### config.mk
export PLATFORM = sky130hd
export DESIGN_NAME = seq_fsm_pattern_det
export DESIGN_NICKNAME = d
export VERILOG_FILES = /design/src/rtl/seq_fsm_pkg.sv /design/src/rtl/seq_fsm_sat_counter.sv /design/src/rtl/seq_fsm_pattern_det.sv
export SDC_FILE = /design/constraint.sdc
export NUM_CORES = 1
export LEC_CHECK = 0
export ABC_AREA = 1
export CORE_AREA = 8 8 45 47
export DETAILED_ROUTE_END_ITERATION = 12
export DIE_AREA = 0 0 53 55
export DONT_BUFFER_PORTS = 1
export GPL_ROUTABILITY_DRIVEN = 1
export GPL_TIMING_DRIVEN = 0
export PLACE_DENSITY_LB_ADDON = 0.15
export SKIP_CTS_REPAIR_TIMING = 1
export SLEW_MARGIN = 15
export SYNTH_ARGS = -nofsm -noshare
export SYNTH_HDL_FRONTEND = slang
export SYNTH_HIERARCHICAL = 1
export SYNTH_SLANG_ARGS = --single-unit
### constraint.sdc
create_clock -name clk -period 1.05 [get_ports clk]
set_input_delay 0.21 -clock clk [delete_from_list [all_inputs] [get_ports clk]]
set_output_delay 0.21 -clock clk [all_outputs]
set_load 0.05 [all_outputs]
### src/rtl/seq_fsm_pkg.sv
// -----------------------------------------------------------------------------
// seq_fsm_pkg
// Shared helpers for the serial pattern detector:
//   - N_MIN / N_MAX   : legal range of the pattern length N
//   - state_width()   : bits needed to hold a state value 0..N
//   - next_state()    : prefix-suffix (failure) transition, evaluated at
//                       elaboration to build the detector's transition table
// -----------------------------------------------------------------------------
package seq_fsm_pkg;

  localparam int N_MIN = 2;
  localparam int N_MAX = 8;

  // A state counts matched pattern bits, so it ranges over 0..n inclusive.
  function automatic int state_width(input int n);
    return $clog2(n + 1);
  endfunction

  // pat holds the pattern right-aligned in pat[n-1:0], pat[n-1] is sent first.
  // k is the number of bits currently matched, b is the incoming bit.
  // Returns the longest j <= n such that the sequence
  //   pat[n-1 -: k] followed by b
  // ends with the pattern prefix pat[n-1 -: j].
  function automatic int next_state(input logic [7:0] pat, input int n,
                                    input int k, input logic b);
    logic [8:0] s;    // s[0] is the newest bit, s[k] the oldest matched bit
    int         best;
    int         jmax;
    logic       ok;
    s    = '0;
    s[0] = b;
    for (int m = 1; m <= k; m++) begin
      s[m] = pat[n - k - 1 + m];
    end
    jmax = (k + 1 < n) ? k + 1 : n;
    best = 0;
    for (int j = 1; j <= jmax; j++) begin
      ok = 1'b1;
      // Prefix of length j aligned so its last bit sits against s[0].
      for (int i = 0; i < j; i++) begin
        if (s[i] != pat[n - j + i]) ok = 1'b0;
      end
      if (ok) best = j;
    end
    return best;
  endfunction

endpackage

### src/rtl/seq_fsm_sat_counter.sv
// -----------------------------------------------------------------------------
// seq_fsm_sat_counter
// Saturating up-counter: counts inc pulses and sticks at 2^CW-1.
// Ports:
//   clk    in   clock
//   reset  in   synchronous, active-high clear
//   inc    in   add one this edge (ignored once saturated)
//   count  out  CW-bit count value
// -----------------------------------------------------------------------------
module seq_fsm_sat_counter #(
  parameter int CW = 8
) (
  input  logic          clk,
  input  logic          reset,
  input  logic          inc,
  output logic [CW-1:0] count
);

  logic [CW-1:0] r_count;

  always_ff @(posedge clk) begin
    if (reset) begin
      r_count <= '0;
    end else if (inc && (r_count != '1)) begin
      r_count <= r_count + 1'b1;
    end
  end

  assign count = r_count;

endmodule

### src/rtl/seq_fsm_pattern_det.sv
// -----------------------------------------------------------------------------
// seq_fsm_pattern_det
// Moore serial pattern detector. State k means the last k accepted bits equal
// the first k pattern bits; out is high while the whole pattern is matched.
//
// Parameters:
//   N        pattern length (2..8)
//   PATTERN  target sequence, PATTERN[N-1] is the first bit expected
//   OVERLAP  1 = overlapping matches, 0 = restart from idle after a match
//   CW       match-counter width
// Ports:
//   clk    in   clock
//   reset  in   synchronous, active-high; clears state and count
//   en     in   accept in_ on this edge; state and count hold when low
//   in_    in   serial data bit
//   state  out  number of pattern bits currently matched (0..N)
//   out    out  registered match flag (state == N)
//   count  out  saturating number of matches
// Handshake: a bit is consumed on every rising clk edge where en is high;
// there is no back-pressure, the block always accepts.
//
// Build option: define SEQ_FSM_PATTERN_DET_COUNT_EN to include the match
// counter; without it count is tied to zero and no counter flops exist.
// -----------------------------------------------------------------------------
module seq_fsm_pattern_det
  import seq_fsm_pkg::*;
#(
  parameter int           N       = 3,
  parameter logic [N-1:0] PATTERN = 3'b101,
  parameter bit           OVERLAP = 1'b1,
  parameter int           CW      = 8
) (
  input  logic                      clk,
  input  logic                      reset,
  input  logic                      en,
  input  logic                      in_,
  output logic [state_width(N)-1:0] state,
  output logic                      out,
  output logic [CW-1:0]             count
);

  localparam int             SW      = state_width(N);
  localparam int             NSTATE  = 2 ** SW;
  localparam logic [SW-1:0]  ST_FULL = SW'(N);

  if ((N < N_MIN) || (N > N_MAX)) begin : g_bad_n
    $error("seq_fsm_pattern_det: N out of range");
  end

  // Transition table indexed by current state, one array per input value.
  // Encodings above N cannot be reached; they fall back to idle.
  logic [SW-1:0] w_tbl0 [0:NSTATE-1];
  logic [SW-1:0] w_tbl1 [0:NSTATE-1];

  for (genvar k = 0; k < NSTATE; k++) begin : g_tbl
    if (k <= N) begin : g_live
      // Without overlap a full match behaves like idle for the next bit.
      localparam int KS = ((k == N) && (OVERLAP == 1'b0)) ? 0 : k;
      localparam logic [SW-1:0] NXT0 = SW'(next_state(8'(PATTERN), N, KS, 1'b0));
      localparam logic [SW-1:0] NXT1 = SW'(next_state(8'(PATTERN), N, KS, 1'b1));
      assign w_tbl0[k] = NXT0;
      assign w_tbl1[k] = NXT1;
    end else begin : g_dead
      assign w_tbl0[k] = '0;
      assign w_tbl1[k] = '0;
    end
  end

  logic [SW-1:0] r_state;
  logic [SW-1:0] w_next;

  always_ff @(posedge clk) begin
    if (reset) begin
      r_state <= '0;
    end else begin
      r_state <= w_next;
    end
  end

  always_comb begin
    w_next = r_state;
    if (en) begin
      w_next = in_ ? w_tbl1[r_state] : w_tbl0[r_state];
    end
  end

  // out decodes the registered state only, so it has no path from in_/en.
  assign state = r_state;
  assign out   = (r_state == ST_FULL);

`ifdef SEQ_FSM_PATTERN_DET_COUNT_EN
  logic w_inc;
  assign w_inc = en && (w_next == ST_FULL);

  seq_fsm_sat_counter #(
    .CW (CW)
  ) u_counter (
    .clk   (clk),
    .reset (reset),
    .inc   (w_inc),
    .count (count)
  );
`else
  assign count = '0;
`endif

endmodule

* Yosys cells after proc, flatten, opt, wreduce, memory -nomap -nowiden
Cells that the tools add are included.
Widths: inputs -> output; s select.
** Cells by class
- Order comparisons :: 1
- Eq/ne operators :: 1
- Muxes and demuxes :: 7
- Bitwise gates (word level) :: 1
** Operator list (count)
- $mux 2 :: 5
- $bmux 2 s2 :: 2
- $ge 3x3->1 const B :: 1
- $not 2->3 :: 1
- $eq 2x2->1 const B :: 1
** Word-level totals
- Bits in registers :: 2
- Bits of input ports :: 4
- Output and inout bits :: 11
- Word-level logic and storage cells :: 11

* Logic depth before layout (Yosys ltp)
Gate-level depths: netlist (run 1).
- Word-level depth :: 5
- Depth in mapped cells :: 5
- Gate-level depth less buffers :: 5

* Least setup slack after synthesis (run 1)
Ideal clock, no wire load.
- Kind :: flip-flop to output port
- Start point :: register r_state[0] (netlist: state[0])
- End point :: output out
- Data arrival time :: 1.081 ns
- Required time :: 0.840 ns
- Setup slack :: -0.241 ns
- Cell stages (with the launch flop) :: 3
- Buffers on the path :: 0
- Cells stage by stage :: dfxtp_1 -> nand2_1 -> inv_1
** On the way
- Longest elaborated chain between the ends :: 1
** RTL lines
- start, declared :: RTL line seq_fsm_pattern_det.sv:69 : logic [SW-1:0] r_state;
- start signal, assigned :: RTL line seq_fsm_pattern_det.sv:76 : r_state <= w_next;
- $eq 2x2->1 :: RTL line seq_fsm_pattern_det.sv:89 : assign out = (r_state == ST_FULL);
- end, declared :: RTL line seq_fsm_pattern_det.sv:38 : output logic out,
No other way between the ends.

* Final worst setup path (run 1)
Ends and elaborated chain as after synthesis.

==> results of run 1 <==
## logic make-up after synthesis
| logic type | count (synthesis) | share of synthesized area (%) |
|---|---|---|
| flops | 2 | 24.1 |
| buf+inv | 13 | 47.4 |
| compound gates | 2 | 6.01 |
| other cells | 1 | 2.25 |
| simple gates | 8 | 20.3 |
## worst max-delay path by stage
stage	end	start
2_1_floorplan	out	state[1]
3_3_place_gp	out	state[1]
3_5_place_dp	out	state[1]
4_1_cts	out	state[1]
5_1_grt	out	state[0]
6_report	out	state[0]
## worst max-delay path, cell delays in order (launching register included)
cell,delay (ps)
sky130_fd_sc_hd__dfxtp_4,460
sky130_fd_sc_hd__nand2_4,70
sky130_fd_sc_hd__clkinvlp_4,200
## cell usage after synthesis
master                    count  area (um^2)
sky130_fd_sc_hd__buf_4        8         60.1
sky130_fd_sc_hd__conb_1       1         3.75
sky130_fd_sc_hd__nand2_1      6         22.5
sky130_fd_sc_hd__dfxtp_1      2         40.0
sky130_fd_sc_hd__inv_1        5         18.8
sky130_fd_sc_hd__nor2_2       1         6.26
sky130_fd_sc_hd__o21ai_0      1         5.00
sky130_fd_sc_hd__a21oi_1      1         5.00
sky130_fd_sc_hd__nand3_1      1         5.00
## layout make-up
| type | instances | area (um^2) | share of cell area (%) |
|---|---|---|---|
| buffer | 8 | 60.1 | 23.3 |
| clock buffer | 4 | 26.3 | 10.2 |
| inverter | 5 | 22.5 | 8.74 |
| multi-input combinational | 18 | 81.3 | 31.6 |
| sequential | 2 | 47.5 | 18.4 |
| tap | 16 | 20.0 | 7.77 |
## through the flow
stage | power [mW] | hold slack, ps | setup slack, ps | cells | instance area, um^2
after global routing | 0.447 | 49.4 | -161 | 53 | 258
after CTS | 0.422 | 43.8 | -285 | 53 | 248
after global placement | 0.212 | 292 | -35.6 | 49 | 221
after floorplan | 0.209 | 289 | 14.7 | 33 | 201
final | 0.413 | 51.1 | -127 | 53 | 258
after detailed placement | 0.214 | 294 | -35.5 | 49 | 221
## routing by layer
metal	vias up	wire length, um
met5	-	0
met4	0	17
met3	2	48
met2	9	234
met1	59	145
li1	82	-
## where the power goes
| part | total, mW | internal [mW] | switching, mW | leakage [nW] |
|---|---|---|---|---|
| Clock | 0.197 | 0.142 | 0.0547 | 0.0150 |
| Sequential | 0.106 | 0.0806 | 0.0258 | 0.0178 |
| Combinational | 0.110 | 0.0285 | 0.0815 | 0.118 |
==> flow_summary.yaml, run 1 <==
logic_synthesis:
  synth.avg_cell_area_um2: 6.40
  syn-instance-count: 26
  yosysWarningCount: 6
  post_synth_num_cell_types: 9
  syn-cell-area_um2: 166
  ys_seq_elements: 2
  synth-seq-area-share_pct: 24.1
final_layout:
  largest_register_ff_count: 2
  final_cell_mix: "sky130_fd_sc_hd__buf_4, sky130_fd_sc_hd__conb_1, sky130_fd_sc_hd__nand2_1, sky130_fd_sc_hd__inv_1, sky130_fd_sc_hd__clkbuf_4"
  fin_util_pct: 18.6
  num-fill-cells: 159
  layout-drive-gt1-share_pct: 43.2
  syn_to_final_growth_pct: 54.9
  design.final.nets: 42
  antenna-diode-count: 0
floorplanning:
  design.portCount: 15
  design.core.area_um2: 1380
  effective_utilization_at_floorplan_pct: 12.0
  chipWidth_um: 53
  placementRows: 14
  fp.dieH_um: 55
  die_area_um2: 2920
place:
  numPortBuffers: 0
  gp_congestion: 0.503
timing:
  setup_tns_ps: -127
  max_clock_freq_mhz: 849
  setup-violations-final: 1
  finalCritPeriodShare_pct: 112
  slew_viol_final: 0
  fin_skew_ps: 7.99
  finalWorstPathRequiredPeriod_ps: 1180
  grt_setup_unrepaired: "true"
  setup_slack_ps: -127
  timing.final.hold_violations: 0
clock_network:
  numClockSinks: 2
  clk_pin_slew_worst_paths_ps: 40
  max-clock-path-buffers: 2
  numCtsBuffers: 3
  insertion_delay_ps: 230
  cts.root.buffer_cell: "sky130_fd_sc_hd__clkbuf_4"
  clock_tree_from_tritoncts: "yes"
  cts_htree_levels: 1
route:
  routed-via-count: 152
  wirelength_um: 446
  drtAntennaViolNets: 0
  drt_first_pass_iters: 1
  route.detailed.vias_per_inst: 2.87
  post-route-drc-count: 0
  drt_iter0_drc: 0
  avgRoutedWirePerCell_um: 8.42
power:
  static_power_due_to_leakage_nw: 0.150
  pwr_density_cell_nw_per_um2: 1600
  peakVddDrop_mv: 0.331
setup_path:
  r2r-start: "state[0]"
  timing.critical_path.required_ps: 840
  crit_start_category: "flip-flop"
  timing.critical_path.arrival_ps: 970
  timing.reg2reg.worst_path_depth: 5
  timing.critical_path.fanout_max: 5
  regToRegEndpoint: "state[1]"
  kind_of_end_point_of_the_critical_path: "output port"
  critPathKind: "reg -> out"
  r2r_setup_slack_ps: 190
global_routing:
  antenna_found_initial: 0
  groute.layer.met2.usage_pct: 5.47
  pin_count_of_the_biggest_net_entering_global_routing: 6
  globalRouteMet1Util_pct: 3.03
  grt.met3_usage_pct: 2.41
  grt_first_pass_wirelength_um: 717
  grt_remaining_overflow: 0
  grt_busiest_layer: "met4"
  grt_util_all_layers_pct: 3.93
  grt_pass1_vias: 168
hold_path:
  hold_path_depth: 1
  hp-start: "en"
  hold_class: "in -> reg"
  timing.hold.worst_endpoint: "state[0]"
run:
  max_cap_violations: 0
run_status:
  outcome: "complete, but fails checks"
  failed_checks: "negative setup slack"
Note: power is estimated with default switching activity, not from simulation.
==> inputs of run 2 (changes only) <==
Settings changed: HOLD_SLACK_MARGIN from default to 0.12.
==> run 2 against run 1 <==
Compared with the run above:
- die area did not move
- global-route usage did not move
- combinational power barely moved
- count of clock-buffer cells in the layout did not move
- critical path depth did not move
- the run still ends with negative setup slack left
- hold slack improved by 90 ps
- via count rose by 3.3%
- wire length rose by 0.67%
- clock power barely moved
- cell area rose by 3.9%
- sequential power barely moved
==> flow_summary.yaml, run 2 (synthesis gave the netlist of run 1 again) <==
clock_network:
  insertion_delay_ps: 230
  numClockSinks: 2
  clk_pin_slew_worst_paths_ps: 40
  clock_tree_from_tritoncts: "yes"
  max-clock-path-buffers: 2
  cts_htree_levels: 1
  cts.root.buffer_cell: "sky130_fd_sc_hd__clkbuf_4"
  numCtsBuffers: 3
timing:
  max_clock_freq_mhz: 849
  setup-violations-final: 1
  fin_skew_ps: 7.72
  setup_slack_ps: -127
  timing.final.hold_violations: 0
  finalWorstPathRequiredPeriod_ps: 1180
  slew_viol_final: 0
  grt_setup_unrepaired: "true"
  finalCritPeriodShare_pct: 112
  fin_worst_hold_slack_ps: 141
global_routing:
  grt_pass1_vias: 168
  pin_count_of_the_biggest_net_entering_global_routing: 6
  grt_util_all_layers_pct: 3.93
  grt_remaining_overflow: 0
  antenna_found_initial: 0
  grt_first_pass_wirelength_um: 717
route:
  drtAntennaViolNets: 0
  routed-via-count: 157
  post-route-drc-count: 0
  avgRoutedWirePerCell_um: 8.31
  wirelength_um: 449
  drt_first_pass_iters: 2
  route.detailed.vias_per_inst: 2.91
  drt_iter0_drc: 2
floorplanning:
  design.core.area_um2: 1380
  die_area_um2: 2920
  fp.dieH_um: 55
  effective_utilization_at_floorplan_pct: 12.0
  chipWidth_um: 53
  placementRows: 14
  design.portCount: 15
final_layout:
  final_cell_mix: "sky130_fd_sc_hd__buf_4, sky130_fd_sc_hd__conb_1, sky130_fd_sc_hd__nand2_1, sky130_fd_sc_hd__inv_1, sky130_fd_sc_hd__clkbuf_4"
  antenna-diode-count: 0
  layout-drive-gt1-share_pct: 42.1
  largest_register_ff_count: 2
  design.final.nets: 43
  syn_to_final_growth_pct: 60.9
setup_path:
  critical_path.top_delay_family: "flip-flops"
  timing.critical_path.fanout_max: 5
  critPathBufInv: 1
  critPathKind: "reg -> out"
  kind_of_end_point_of_the_critical_path: "output port"
  timing.critical_path.required_ps: 840
  crit_chain: "nand2_4 -> clkinvlp_4"
  timing.critical_path.arrival_ps: 970
  cp_slowest_stage_delay_ps: 460
  timing.critical_path.slowest_stage_cell: "sky130_fd_sc_hd__dfxtp_4"
  crit_start_category: "flip-flop"
run_status:
  outcome: "complete, but fails checks"
  failed_checks: "negative setup slack"
power:
  power_share_of_the_combinational_group_pct: 27.2
  post-layout-total-power_mw: 0.415
  switching_share_pct: 39.0
  pwr_density_cell_nw_per_um2: 1550
  p_sw_mw: 0.162
  power.share.clock_pct: 47.2
  seq_power_share_pct: 25.6
  static_power_due_to_leakage_nw: 0.155
  peakVddDrop_mv: 0.330
  internal_power_mw: 0.253
place:
  gp_congestion: 0.503
  numPortBuffers: 0
run:
  max_cap_violations: 0
hold_path:
  hold_class: "in -> reg"
[run 2: path summary, 6_finish.rpt]
path	end	start	slack, ps	cells after the start
worst max-delay path	out	state[0]	-130	2
worst min-delay path	state[0]	reset	140	3
worst max register to register	state[1]	state[0]	190	5
worst min register to register	state[0]	state[0]	650	2
[run 2: power by group through the flow]
stage	sequential, mW	combinational (mW)	clock [mW]
after detailed placement	0.107	0.107	0
after CTS	0.106	0.108	0.209
after floorplan	0.104	0.104	0
final	0.106	0.113	0.196
after global placement	0.106	0.105	0
after global routing	0.108	0.120	0.221
[run 2: final cells by class]
type	count	area, um^2
plain buffers	8	60.1
well taps	16	20.0
repair buffers	1	10.0
fillers	158	1120
inverters	5	22.5
multi-input cells	18	81.3
clock buffers	4	26.3
flip-flops and latches	2	47.5
[run 2: metal layers]
layer | share of wire [%] | GRT usage, %
met5 | 0 | 0
met4 | 3.3 | 6.47
met3 | 7.8 | 2.41
met2 | 53 | 5.47
met1 | 36 | 3.03
[run 2: stage by stage]
step                      worst slack (ps)  std cells  area (um^2)  utilization [%]  setup TNS, ps
final                                 -127         54          268             19.3           -127
after global routing                  -161         54          268             19.3           -161
after CTS                             -285         53          248             17.9           -285
after detailed placement             -35.5         49          221             16.0          -35.5
after global placement               -35.6         49          221             16.0          -35.6
after floorplan                       14.7         33          201                -              0
[run 2: worst reg2reg max path, cell delays in order (launching register included)]
cell and delay, ps:
sky130_fd_sc_hd__dfxtp_4 460, sky130_fd_sc_hd__nand2_1 90, sky130_fd_sc_hd__nand2_1 60, sky130_fd_sc_hd__nand2_1 50, sky130_fd_sc_hd__inv_1 60, sky130_fd_sc_hd__nor2_2 30
==> inputs of run 3 (changes only) <==
Settings changed: MAX_ROUTING_LAYER from default to met4.
==> run 3 against run 2 <==
Compared with the run above:
- the flow still finishes with violations (negative setup slack)
- core utilization is the same
- count of clock-buffer cells in the layout is the same
- sequential cell count did not move
- highest routed layer unchanged
- largest power group unchanged
- cell count unchanged
- sequential power about the same
- hold slack barely moved
- die area unchanged
- first-iteration DRC count unchanged
- critical path depth unchanged
==> flow_summary.yaml, run 3 (synthesis gave the netlist of run 1 again) <==
clock_network:
  clock_tree_from_tritoncts: "yes"
  numClockSinks: 2
  cts_htree_levels: 1
  numCtsBuffers: 3
  max-clock-path-buffers: 2
  clk_pin_slew_worst_paths_ps: 40
  insertion_delay_ps: 230
  cts.root.buffer_cell: "sky130_fd_sc_hd__clkbuf_4"
setup_path:
  kind_of_end_point_of_the_critical_path: "output port"
  timing.critical_path.fanout_max: 5
  critPathKind: "reg -> out"
  timing.critical_path.required_ps: 840
  worstSetupStartpoint: "state[0]"
  r2r-start: "state[0]"
  timing.critical_path.arrival_ps: 970
  setup.worst_path.end: "out"
  crit_start_category: "flip-flop"
  regToRegEndpoint: "state[1]"
  timing.reg2reg.worst_path_depth: 5
  r2r_setup_slack_ps: 190
floorplanning:
  fp.dieH_um: 55
  die_area_um2: 2920
  effective_utilization_at_floorplan_pct: 12.0
  placementRows: 14
  chipWidth_um: 53
  design.portCount: 15
  design.core.area_um2: 1380
final_layout:
  final_cell_area_um2: 268
  syn_to_final_growth_pct: 60.9
  final_cell_mix: "sky130_fd_sc_hd__buf_4, sky130_fd_sc_hd__conb_1, sky130_fd_sc_hd__nand2_1, sky130_fd_sc_hd__inv_1, sky130_fd_sc_hd__clkbuf_4"
  antenna-diode-count: 0
  num-fill-cells: 158
  layout-drive-gt1-share_pct: 42.1
  design.final.nets: 43
  largest_register_ff_count: 2
global_routing:
  pin_count_of_the_biggest_net_entering_global_routing: 6
  grt_first_pass_wirelength_um: 717
  grt_util_all_layers_pct: 4.05
  grt_pass1_vias: 168
  antenna_found_initial: 0
  grt_remaining_overflow: 0
timing:
  max_clock_freq_mhz: 849
  setup_slack_ps: -127
  timing.final.hold_violations: 0
  slew_viol_final: 0
  setup-violations-final: 1
  finalWorstPathRequiredPeriod_ps: 1180
  finalCritPeriodShare_pct: 112
  grt_setup_unrepaired: "true"
  fin_skew_ps: 7.72
place:
  numPortBuffers: 0
  gp_congestion: 0.504
  post_dp_cell_area_um2: 221
hold_path:
  hold_class: "in -> reg"
run_status:
  failed_checks: "negative setup slack"
  outcome: "complete, but fails checks"
route:
  post-route-drc-count: 0
  wirelength_um: 449
  route.detailed.vias_per_inst: 2.91
  routed-via-count: 157
  drt_first_pass_iters: 2
  drt_iter0_drc: 2
  avgRoutedWirePerCell_um: 8.31
  drtAntennaViolNets: 0
power:
  pwr_density_cell_nw_per_um2: 1550
  post-layout-total-power_mw: 0.415
  peakVddDrop_mv: 0.330
  static_power_due_to_leakage_nw: 0.155
  power.share.clock_pct: 47.2
  power_share_of_the_combinational_group_pct: 27.2
  seq_power_share_pct: 25.6
  internal_power_mw: 0.253
  switching_share_pct: 39.0
  p_sw_mw: 0.162
run:
  max_cap_violations: 0
-- run 3: cell counts in the layout (fill, tap and decap cells not counted) --
Identical to the previous run, type by type.
-- run 3: metal layers --
layer / vias up / part of all wire, % / track usage [%]
li1: 85 / - / -
met2: 9 / 53 / 5.47
met3: 2 / 6.5 / 2.14
met4: 0 / 3.3 / 6.47
met5: - / 0 / -
met1: 61 / 37 / 3.18
-- run 3: power by group through the flow --
stage          Combinational [mW]  Clock, mW  Sequential, mW
3_3_place_gp                0.105          0           0.106
6_report                    0.113      0.196           0.106
3_5_place_dp                0.107          0           0.107
2_1_floorplan               0.104          0           0.104
5_1_grt                     0.120      0.221           0.108
4_1_cts                     0.108      0.209           0.106
-- run 3: final cells by class --
| cell class | count | area, um^2 | area share (%) |
|---|---|---|---|
| well taps | 16 | 20.0 | 7.48 |
| plain buffers | 8 | 60.1 | 22.4 |
| inverters | 5 | 22.5 | 8.41 |
| multi-input cells | 18 | 81.3 | 30.4 |
| clock buffers | 4 | 26.3 | 9.81 |
| flip-flops and latches | 2 | 47.5 | 17.8 |
| repair buffers | 1 | 10.0 | 3.74 |
-- run 3: critical path, stage by stage, from the launching register on --
cell and delay (ps):
sky130_fd_sc_hd__dfxtp_4 460, sky130_fd_sc_hd__nand2_4 70, sky130_fd_sc_hd__clkinvlp_4 200
-- run 3: how the worst min path moves through the flow --
stage / start / end / slack [ps] / cells past startpoint
finish: reset / state[0] / 140 / 3
global route: reset / state[0] / 150 / 3
CTS: en / state[0] / 40 / 1
detailed placement: en / state[0] / 290 / 1
global placement: en / state[0] / 290 / 1
floorplan: en / state[0] / 290 / 1
-- run 3: stage by stage --
stage,TNS [ps],hold WS [ps],worst slack [ps],utilization [%],instances
after detailed placement,-35.5,294,-35.5,16.0,49
after CTS,-285,43.8,-285,17.9,53
after floorplan,0,289,14.7,-,33
final,-127,141,-127,19.3,54
after global routing,-161,153,-161,19.3,54
after global placement,-35.6,292,-35.6,16.0,49
